**config.mk**
```make
export PLATFORM = sky130hd
export DESIGN_NAME = write_dac
export DESIGN_NICKNAME = d
export VERILOG_FILES = /design/src/rtl/write_dac_pkg.sv /design/src/rtl/write_dac_sample_fifo.sv /design/src/rtl/write_dac.sv
export SDC_FILE = /design/constraint.sdc
export NUM_CORES = 1
export LEC_CHECK = 0
export BUFFER_PORTS_ARGS = -buffer_cell sky130_fd_sc_hd__clkbuf_2
export CAP_MARGIN = 5
export CORE_MARGIN = 4
export CORE_UTILIZATION = 52
export DETAILED_ROUTE_END_ITERATION = 6
export MAX_ROUTING_LAYER = met4
export PLACE_DENSITY = 0.8
export REMOVE_ABC_BUFFERS = 1
export SLEW_MARGIN = 15
export SYNTH_ARGS = -nofsm -noshare
export SYNTH_HDL_FRONTEND = slang
export SYNTH_HIERARCHICAL = 1
export SYNTH_SLANG_ARGS = --single-unit
```
**constraint.sdc**
```tcl
create_clock -name CLK_P -period 2.94 [get_ports CLK_P]
set_input_delay 0.147 -clock CLK_P [delete_from_list [all_inputs] [get_ports CLK_P]]
set_output_delay 0.147 -clock CLK_P [all_outputs]
set_load 0.05 [all_outputs]
```
**src/rtl/write_dac_pkg.sv**
```systemverilog
// Shared types and helpers for the dual-channel DAC playback writer.
package write_dac_pkg;

    localparam int DW = 14;

    typedef enum logic [1:0] {
        IDLE  = 2'd0,
        PRIME = 2'd1,
        RUN   = 2'd2
    } state_t;

    // Offset-binary line code to two's complement: flipping the MSB subtracts mid-scale.
    function automatic logic [DW-1:0] line_to_twos(input logic [DW-1:0] p);
        return {~p[DW-1], p[DW-2:0]};
    endfunction

endpackage

```
**src/rtl/write_dac_sample_fifo.sv**
```systemverilog
// Synchronous sample-pair FIFO with flush; pointers carry one extra wrap bit
// so that occupancy is a plain subtraction.
module sample_fifo #(
    parameter int WIDTH = 28,
    parameter int DEPTH = 4
) (
    input  logic                     clk,
    input  logic                     rst_n,
    input  logic                     push,
    input  logic                     pop,
    input  logic                     flush,
    input  logic [WIDTH-1:0]         wdata,
    output logic [WIDTH-1:0]         rdata,
    output logic [$clog2(DEPTH):0]   level
);

    localparam int AW = $clog2(DEPTH);
    localparam logic [AW:0] PTR_ONE = {{AW{1'b0}}, 1'b1};

    logic [WIDTH-1:0] mem [DEPTH];
    logic [AW:0]      wr_ptr;
    logic [AW:0]      rd_ptr;

    always_ff @(posedge clk or negedge rst_n) begin
        if (!rst_n) begin
            wr_ptr <= '0;
            rd_ptr <= '0;
        end else if (flush) begin
            wr_ptr <= '0;
            rd_ptr <= '0;
        end else begin
            if (push) wr_ptr <= wr_ptr + PTR_ONE;
            if (pop)  rd_ptr <= rd_ptr + PTR_ONE;
        end
    end

    always_ff @(posedge clk) begin
        if (push && !flush) mem[wr_ptr[AW-1:0]] <= wdata;
    end

    assign rdata = mem[rd_ptr[AW-1:0]];
    assign level = wr_ptr - rd_ptr;

endmodule

```
**src/rtl/write_dac.sv**
```systemverilog
// Dual-channel DAC playback writer: buffers offset-binary pairs, then plays
// them out as two's-complement codes at a programmable update rate.
//
//   state | meaning
//   IDLE  | disabled, FIFO flushed, outputs parked at zero code
//   PRIME | accepting samples until the FIFO is full, no updates
//   RUN   | divider ticking, one pair popped per tick
module write_dac #(
    parameter int DW    = write_dac_pkg::DW,
    parameter int DEPTH = 4,
    parameter int DIV_W = 16
) (
    input  logic                    CLK_P,
    input  logic                    RESET_N,
    input  logic                    EN,
    input  logic [DIV_W-1:0]        RATE_DIV,
    input  logic                    IN_VALID,
    output logic                    IN_READY,
    input  logic [DW-1:0]           IN_A,
    input  logic [DW-1:0]           IN_B,
    output logic [DW-1:0]           DAC_A,
    output logic [DW-1:0]           DAC_B,
    output logic                    DAC_WR,
    output logic                    UNDERRUN,
    input  logic                    CLR_UNDERRUN,
    output logic [$clog2(DEPTH):0]  LEVEL
);

    import write_dac_pkg::*;

    localparam int LW = $clog2(DEPTH) + 1;
    localparam logic [LW-1:0]    FULL_LVL = LW'(DEPTH);
    localparam logic [DIV_W-1:0] DIV_ONE  = {{(DIV_W-1){1'b0}}, 1'b1};

    state_t            state;
    state_t            state_nxt;
    logic [DIV_W-1:0]  div_cnt;
    logic [DIV_W-1:0]  div_reload;
    logic              tick;
    logic              pop;
    logic              push;
    logic              flush;
    logic              underrun_tick;
    logic [2*DW-1:0]   head;

    sample_fifo #(
        .WIDTH (2*DW),
        .DEPTH (DEPTH)
    ) u_fifo (
        .clk   (CLK_P),
        .rst_n (RESET_N),
        .push  (push),
        .pop   (pop),
        .flush (flush),
        .wdata ({IN_A, IN_B}),
        .rdata (head),
        .level (LEVEL)
    );

    always_ff @(posedge CLK_P or negedge RESET_N) begin
        if (!RESET_N) state <= IDLE;
        else          state <= state_nxt;
    end

    always_comb begin
        state_nxt = state;
        if (!EN) begin
            state_nxt = IDLE;
        end else begin
            case (state)
                IDLE:    state_nxt = PRIME;
                PRIME:   if (LEVEL == FULL_LVL) state_nxt = RUN;
                RUN:     if (underrun_tick) state_nxt = PRIME;
                default: state_nxt = IDLE;
            endcase
        end
    end

    always_comb begin
        IN_READY      = EN && (state != IDLE) && (LEVEL < FULL_LVL);
        tick          = EN && (state == RUN) && (div_cnt == '0);
        pop           = tick && (LEVEL != '0);
        underrun_tick = tick && (LEVEL == '0);
        push          = IN_VALID && IN_READY;
        flush         = !EN || (state == IDLE);
    end

    // Zero is treated as one, so the divider never stalls.
    assign div_reload = (RATE_DIV == '0) ? '0 : RATE_DIV - DIV_ONE;

    always_ff @(posedge CLK_P or negedge RESET_N) begin
        if (!RESET_N)                  div_cnt <= '0;
        else if (!EN || state != RUN)  div_cnt <= '0;
        else if (tick)                 div_cnt <= div_reload;
        else                           div_cnt <= div_cnt - DIV_ONE;
    end

    always_ff @(posedge CLK_P or negedge RESET_N) begin
        if (!RESET_N) begin
            DAC_A  <= '0;
            DAC_B  <= '0;
            DAC_WR <= 1'b0;
        end else if (!EN) begin
            DAC_A  <= '0;
            DAC_B  <= '0;
            DAC_WR <= 1'b0;
        end else if (pop) begin
            DAC_A  <= line_to_twos(head[2*DW-1:DW]);
            DAC_B  <= line_to_twos(head[DW-1:0]);
            DAC_WR <= 1'b1;
        end else begin
            // An underrun tick still strobes, re-presenting the held codes.
            DAC_WR <= underrun_tick;
        end
    end

    always_ff @(posedge CLK_P or negedge RESET_N) begin
        if (!RESET_N)          UNDERRUN <= 1'b0;
        else if (underrun_tick) UNDERRUN <= 1'b1;
        else if (CLR_UNDERRUN)  UNDERRUN <= 1'b0;
    end

endmodule

```
==> results.cfg, run 1 <==
[sta]
grt_setup_unrepaired = false
slew_violations = 0
final_min_period_over_clock_period_pct = 91.7
timing_worst_slew_pin_value_ps = 691
timing.final.setup_violations = 0
period_minus_slack_ps = 2700
finalClockSkew_ps = 10.8
layout_setup_ws_ps = 244
hold_viol_final = 0
rel_slew_slack_pct = 53.6
maxClockFrequency_mhz = 371

[global_route]
grt_pass1_vias = 4831
globalRoute.totalOverflow = 0
grt_pass1_wl_mm = 26.3
grt_antenna_before_repair = 0
grt_start_max_net_pins = 55
grt_use_total_pct = 22.2

[route]
route.detailed.wl_per_inst_um = 20.2
initialDrtViolationCount = 334
routed-wl-met3_um = 982
vias = 4602
wl_mm = 16.1
routed_met1_length_mm = 6.29
drcViolationCount = 0
wl_met2_mm = 8.47
detail-route-antenna-nets = 0
dr.pass1.iters = 5
dr.max_layer_used = met4
drt-vias-per-instance = 5.75

[placement]
post-place-ws_ps = 117
post-dp-hpwl_mm = 9.84
placedInstanceArea_mm2 = 0.00778
placement.io_buffers = 82
gp_congestion = 0.846

[final_layout]
final_util_pct = 65.4
drive_gt1_share_pct = 26.8
most_common_library_cell_in_the_layout_ignoring_fill_and_taps = sky130_fd_sc_hd__edfxtp_1
fin_area_mm2 = 0.00870
finish.net_count = 670
sequential_cell_area_mm2 = 0.00472
antenna-diode-count = 0
fill_cells = 900
multi_input_comb_area_mm2 = 0.00224
most_used_cells_in_the_layout_excluding_fill_and_tap_cells = sky130_fd_sc_hd__edfxtp_1, sky130_fd_sc_hd__clkbuf_2, sky130_fd_sc_hd__nand2_1
areaGrowthSynthToFinish_pct = 22.4

[floorplanning]
floorplan_die_area_mm2 = 0.0156
design.core.area_mm2 = 0.0133
floorplan.initialDensity_pct = 53.4
die_w_um = 125
rows = 42
dieHeight_um = 125
top_level_ports = 83

[worst_setup_path]
crit_path_capture_type = flop
critPathMaxStageDelay_ps = 410
worstSetupStartpointType = flop
worstPathArrival_ps = 2800
worst_path_dominant_cell_family = simple AND/OR/NAND/NOR gates
path_max_fanout = 28
critical_path_s_slowest_cell = sky130_fd_sc_hd__dfrtp_1
critical_path.n_buffers_inverters = 2
critical_path_required_ps = 3050
cp_cell_sequence = inv_1 > ha_1 > fa_1 > xnor2_1 > xnor2_1 > nor2_1 > and2_2 > nor2b_2 > and2_1 > buf_12
timing_worst_setup_path_type = reg -> reg
critical_path.most_common_cell = sky130_fd_sc_hd__xnor2_1

[outcome]
run_status = finished clean

[clocking]
clock-sinks = 166
htree_num_levels = 4
cts_inserted_buffers = 17
cts_buffer_depth = 2
post-cts-setup-buffer-count = 0
clock_transition_time_at_the_flip_flop_clock_pins_of_the_worst_setup_and_hold_paths_ps = 60
tritoncts = done
ctsRootBufferMaster = sky130_fd_sc_hd__clkbuf_16
insertion_delay_ps = 420

[hold_path]
hp-class = in -> reg

[logic_synthesis]
synth-seq-area-share_pct = 66.4
synth.distinct_cells = 49
synth-seq-cells = 166
netlist_area_before_placement_mm2 = 0.00710
yosys-top-cells-area = sky130_fd_sc_hd__edfxtp_1, sky130_fd_sc_hd__dfrtp_1, sky130_fd_sc_hd__mux4_2, sky130_fd_sc_hd__nand2_1, sky130_fd_sc_hd__o21ai_0
cell_type_with_the_largest_total_area_after_synthesis = sky130_fd_sc_hd__edfxtp_1
avgSynthCellArea_um2 = 14.6
syn_inst = 486
yosys_warnings = 6
yosys_top_cell_area_share_pct = 47.3

[power]
post-layout-total-power_mw = 4.94
p_leak_nw = 3.34
power_per_cell_area_mw_per_mm2 = 568
vdd_ir_drop_max_mv = 0.575

[flow_run]
timing.max_cap.violations = 0
[Yosys cell counts, drive strengths merged]
master  count
edfxtp    112
nand2      67
dfrtp      54
o21ai      39
mux4       28
nor2       18
a21oi      17
xnor2      16
nor3       12
buf        11
inv        11
nand3      11
clkbuf      9
ha          9
nor4        8
and2        6
mux2i       6
xor2        6
nand3b      5
or4         5
nor2b       4
or3         4
a211oi      3
a21boi      3
nand4       3
a21bo       2
nand4b      2
o31ai       2
a311oi      1
a31o        1
a31oi       1
a32o        1
a41oi       1
and3b       1
fa          1
nor3b       1
o211a       1
o211ai      1
o31a        1
or2b        1
or3b        1
[final timing paths]
path | slack (ps) | start | to | cells past startpoint
min in group asynchronous | 300 | RESET_N | state[0] | 2
min reg2reg | 520 | UNDERRUN | UNDERRUN | 2
max | 240 | u_fifo/wr_ptr[0] | u_fifo/mem[1][27] | 10
min | 80 | EN | state[0] | 2
max in group asynchronous | 1770 | RESET_N | DAC_A[2] | 3
max reg2reg | 240 | u_fifo/wr_ptr[0] | u_fifo/mem[1][27] | 10
[logic make-up (layout without fill, tap and decap cells)]
| kind of cell | Yosys count | count (layout) | share of synthesized area [%] |
|---|---|---|---|
| flip-flops | 166 | 166 | 66.4 |
| AND/OR/NAND/NOR | 149 | 149 | 10.9 |
| AO/OA/AOI/OAI | 74 | 74 | 6.18 |
| multiplexers | 34 | 34 | 9.72 |
| buffers and inverters | 31 | 169 | 2.25 |
| XOR/XNOR | 22 | 22 | 2.71 |
| adder cells (fa/ha/maj) | 10 | 10 | 1.87 |
[repair_timing]
| action | CTS | global route |
|---|---|---|
| hold endpoints to repair | 137 | 0 |
| endpoints found under the setup margin | 0 | 123 |
| gates resized for setup | 0 | 3 |
| hold buffers | 31 | 0 |
[worst reg2reg max path, delay by kind of cell (launching register included)]
kind	cells	cell delay (ps)
simple gates	4	750
fa+ha+maj	2	590
flops	1	410
buf+inv	2	330
xor+xnor	2	290
[sequential cells by signal, summed over array words and instances (netlist names)]
register	cells
DAC_A	14
u_fifo/rd_ptr	3
UNDERRUN	1
DAC_WR	1
state	2
DAC_B	14
u_fifo/mem	112
div_cnt	16
u_fifo/wr_ptr	3
[power breakdown]
group          switching (mW)  leakage [nW]  internal (mW)
Sequential            0.00292          1.76           2.50
Clock                   0.917         0.295           1.35
Combinational          0.0922          1.28         0.0724
[per-stage QoR]
| step | TNS, ps | hold WS [ps] | instances |
|---|---|---|---|
| floorplan | -274470 | -149 | 466 |
| global placement | 0 | 194 | 737 |
| detailed placement | 0 | 194 | 737 |
| CTS | 0 | 66.9 | 800 |
| global route | 0 | 87.9 | 800 |
| finish | 0 | 77.6 | 800 |
[routing by layer]
layer / vias to the layer above / GRT usage (%)
met5: - / -
met4: 0 / 8.04
met3: 35 / 4.76
met2: 190 / 36.8
met1: 2300 / 27.3
li1: 2077 / -
[area by class of cell]
| cell class | instances | share of cell area, % |
|---|---|---|
| inverters | 11 | 0.475 |
| well taps | 176 | 2.53 |
| clock inverters | 13 | 1.94 |
| multi-input cells | 289 | 25.7 |
| clock buffers | 19 | 4.98 |
| repair buffers | 126 | 10.1 |
| flip-flops and latches | 166 | 54.2 |
(Power assumes the default switching activity.)
==> inputs of run 2 (changes only) <==
--- a/config.mk
+++ b/config.mk
@@ -8,10 +8,10 @@
 export BUFFER_PORTS_ARGS = -buffer_cell sky130_fd_sc_hd__clkbuf_2
 export CAP_MARGIN = 5
 export CORE_MARGIN = 4
-export CORE_UTILIZATION = 52
+export CORE_UTILIZATION = 40
 export DETAILED_ROUTE_END_ITERATION = 6
 export MAX_ROUTING_LAYER = met4
-export PLACE_DENSITY = 0.8
+export PLACE_DENSITY = 0.65
 export REMOVE_ABC_BUFFERS = 1
 export SLEW_MARGIN = 15
 export SYNTH_ARGS = -nofsm -noshare
==> run 2 against run 1 <==
Against the previous run: wire length shrank 5.0%; clock skew rose by 1.4 ps; sequential power is essentially flat; critical path depth unchanged; critical path type unchanged.
==> results.cfg, run 2 (synthesized netlist as in run 1, its figures left out) <==
[floorplanning]
rows = 48
floorplan_die_area_mm2 = 0.0200
design.core.area_mm2 = 0.0174
dieHeight_um = 141
die_w_um = 141
top_level_ports = 83
floorplan.initialDensity_pct = 40.9

[power]
p_leak_nw = 3.36
vdd_ir_drop_max_mv = 0.397
post-layout-total-power_mw = 4.76
power_per_cell_area_mw_per_mm2 = 542

[outcome]
run_status = finished clean

[final_layout]
final_util_pct = 50.6
finish.net_count = 679
fin_area_mm2 = 0.00877
multi_input_comb_area_mm2 = 0.00224
sequential_cell_area_mm2 = 0.00472
finalNonFillerCells = 858
drive_gt1_share_pct = 28.3
most_used_cells_in_the_layout_excluding_fill_and_tap_cells = sky130_fd_sc_hd__edfxtp_1, sky130_fd_sc_hd__clkbuf_2, sky130_fd_sc_hd__nand2_1
areaGrowthSynthToFinish_pct = 23.5
most_common_library_cell_in_the_layout_ignoring_fill_and_taps = sky130_fd_sc_hd__edfxtp_1
antenna-diode-count = 0
fill_cells = 1457
flip_flop_count_of_the_largest_register_after_layout = 112

[route]
detail-route-antenna-nets = 0
dr.pass1.iters = 4
vias = 4497
routed-wl-met3_um = 730
route.detailed.wl_per_inst_um = 17.9
drt-vias-per-instance = 5.24
initialDrtViolationCount = 282
wl_met2_mm = 7.87
routed_met1_length_mm = 6.62
drcViolationCount = 0
wl_mm = 15.3
dr.max_layer_used = met4

[global_route]
globalRoute.totalOverflow = 0
grt_antenna_before_repair = 0
grt_start_max_net_pins = 35
grt_pass1_wl_mm = 25.0
grt_pass1_vias = 4773
grt_use_total_pct = 16.6

[hold_path]
hp-class = in -> reg
holdCritStartpoint = EN

[flow_run]
timing.max_cap.violations = 0

[clocking]
ctsRootBufferMaster = sky130_fd_sc_hd__clkbuf_16
tritoncts = done
clock_transition_time_at_the_flip_flop_clock_pins_of_the_worst_setup_and_hold_paths_ps = 70
clock-sinks = 166
insertion_delay_ps = 420
cts_inserted_buffers = 17
htree_num_levels = 4
cts_buffer_depth = 2

[worst_setup_path]
critical_path.reg2reg.startpoint = u_fifo/wr_ptr[0]
worstSetupStartpointType = flop
critical_path_required_ps = 3060
crit_path_start = u_fifo/wr_ptr[0]
path_max_fanout = 7
timing_worst_setup_path_type = reg -> reg
crit_path_capture_type = flop
worstPathArrival_ps = 2870

[placement]
post-place-ws_ps = 166
placedInstanceArea_mm2 = 0.00790
gp_congestion = 0.894
post-dp-hpwl_mm = 10.5
placed_instances = 795
placement.io_buffers = 82

[sta]
timing.final.setup_violations = 0
slew_violations = 0
setup_tns_ps = 0
final_min_period_over_clock_period_pct = 93.6
final.hold.worst_slack_ps = 47.7
period_minus_slack_ps = 2750
rel_slew_slack_pct = 40.2
finalClockSkew_ps = 12.2
layout_setup_ws_ps = 189
grt_setup_unrepaired = false
maxClockFrequency_mhz = 363
hold_viol_final = 0
timing_worst_slew_pin_value_ps = 897
==> run 2: cell count changes in the layout (fill, tap and decap cells not counted), sizes merged <==
cell / delta
clkinvlp: +2
inv: -5
buf: +9
clkinv: +3
clkbuf: +2
bufinv: -2
==> run 2: final cells by class <==
class                      count  area share, %
tap                          225           3.21
timing repair buffer         135           10.7
clock buffer                  21           5.25
clock inverter                11           1.14
sequential                   166           53.7
inverter                      11          0.471
multi-input combinational    289           25.5
==> run 2: routing by layer <==
layer  vias to the layer above  track usage, %
met5                         -               -
met4                         0            5.00
met3                         8            3.07
met2                       125            27.5
met1                      2274            20.9
li1                       2090               -
==> run 2: worst max-delay path: stages (launching register included) <==
cell	delay [ps]
sky130_fd_sc_hd__dfrtp_1	420
sky130_fd_sc_hd__inv_1	110
sky130_fd_sc_hd__ha_1	220
sky130_fd_sc_hd__fa_1	380
sky130_fd_sc_hd__xnor2_1	190
sky130_fd_sc_hd__xnor2_1	110
sky130_fd_sc_hd__nor2_1	130
sky130_fd_sc_hd__and2_1	170
sky130_fd_sc_hd__nor2b_2	220
sky130_fd_sc_hd__and2_2	310
sky130_fd_sc_hd__buf_4	210
==> run 2: timing repair <==
item,CTS,global route
buffers inserted,0,0
endpoints found under the hold margin,147,0
hold buffers,31,0
setup endpoints to repair,0,69
resized for setup,0,3
==> run 2: path summary, 6_finish.rpt <==
| path | to | slack [ps] | cells past startpoint |
|---|---|---|---|
| setup / recovery | u_fifo/mem[3][15] | 190 | 10 |
| hold / removal | state[0] | 50 | 2 |
| setup reg to reg | u_fifo/mem[3][15] | 190 | 10 |
| hold reg to reg | UNDERRUN | 520 | 2 |
| max in group asynchronous | DAC_B[11] | 1700 | 3 |
| min in group asynchronous | div_cnt[3] | 400 | 2 |
==> run 2: power breakdown <==
group	switching [mW]	leakage (nW)	internal (mW)
clock network	0.868	0.273	1.21
registers	0.00267	1.76	2.51
logic	0.0944	1.33	0.0747
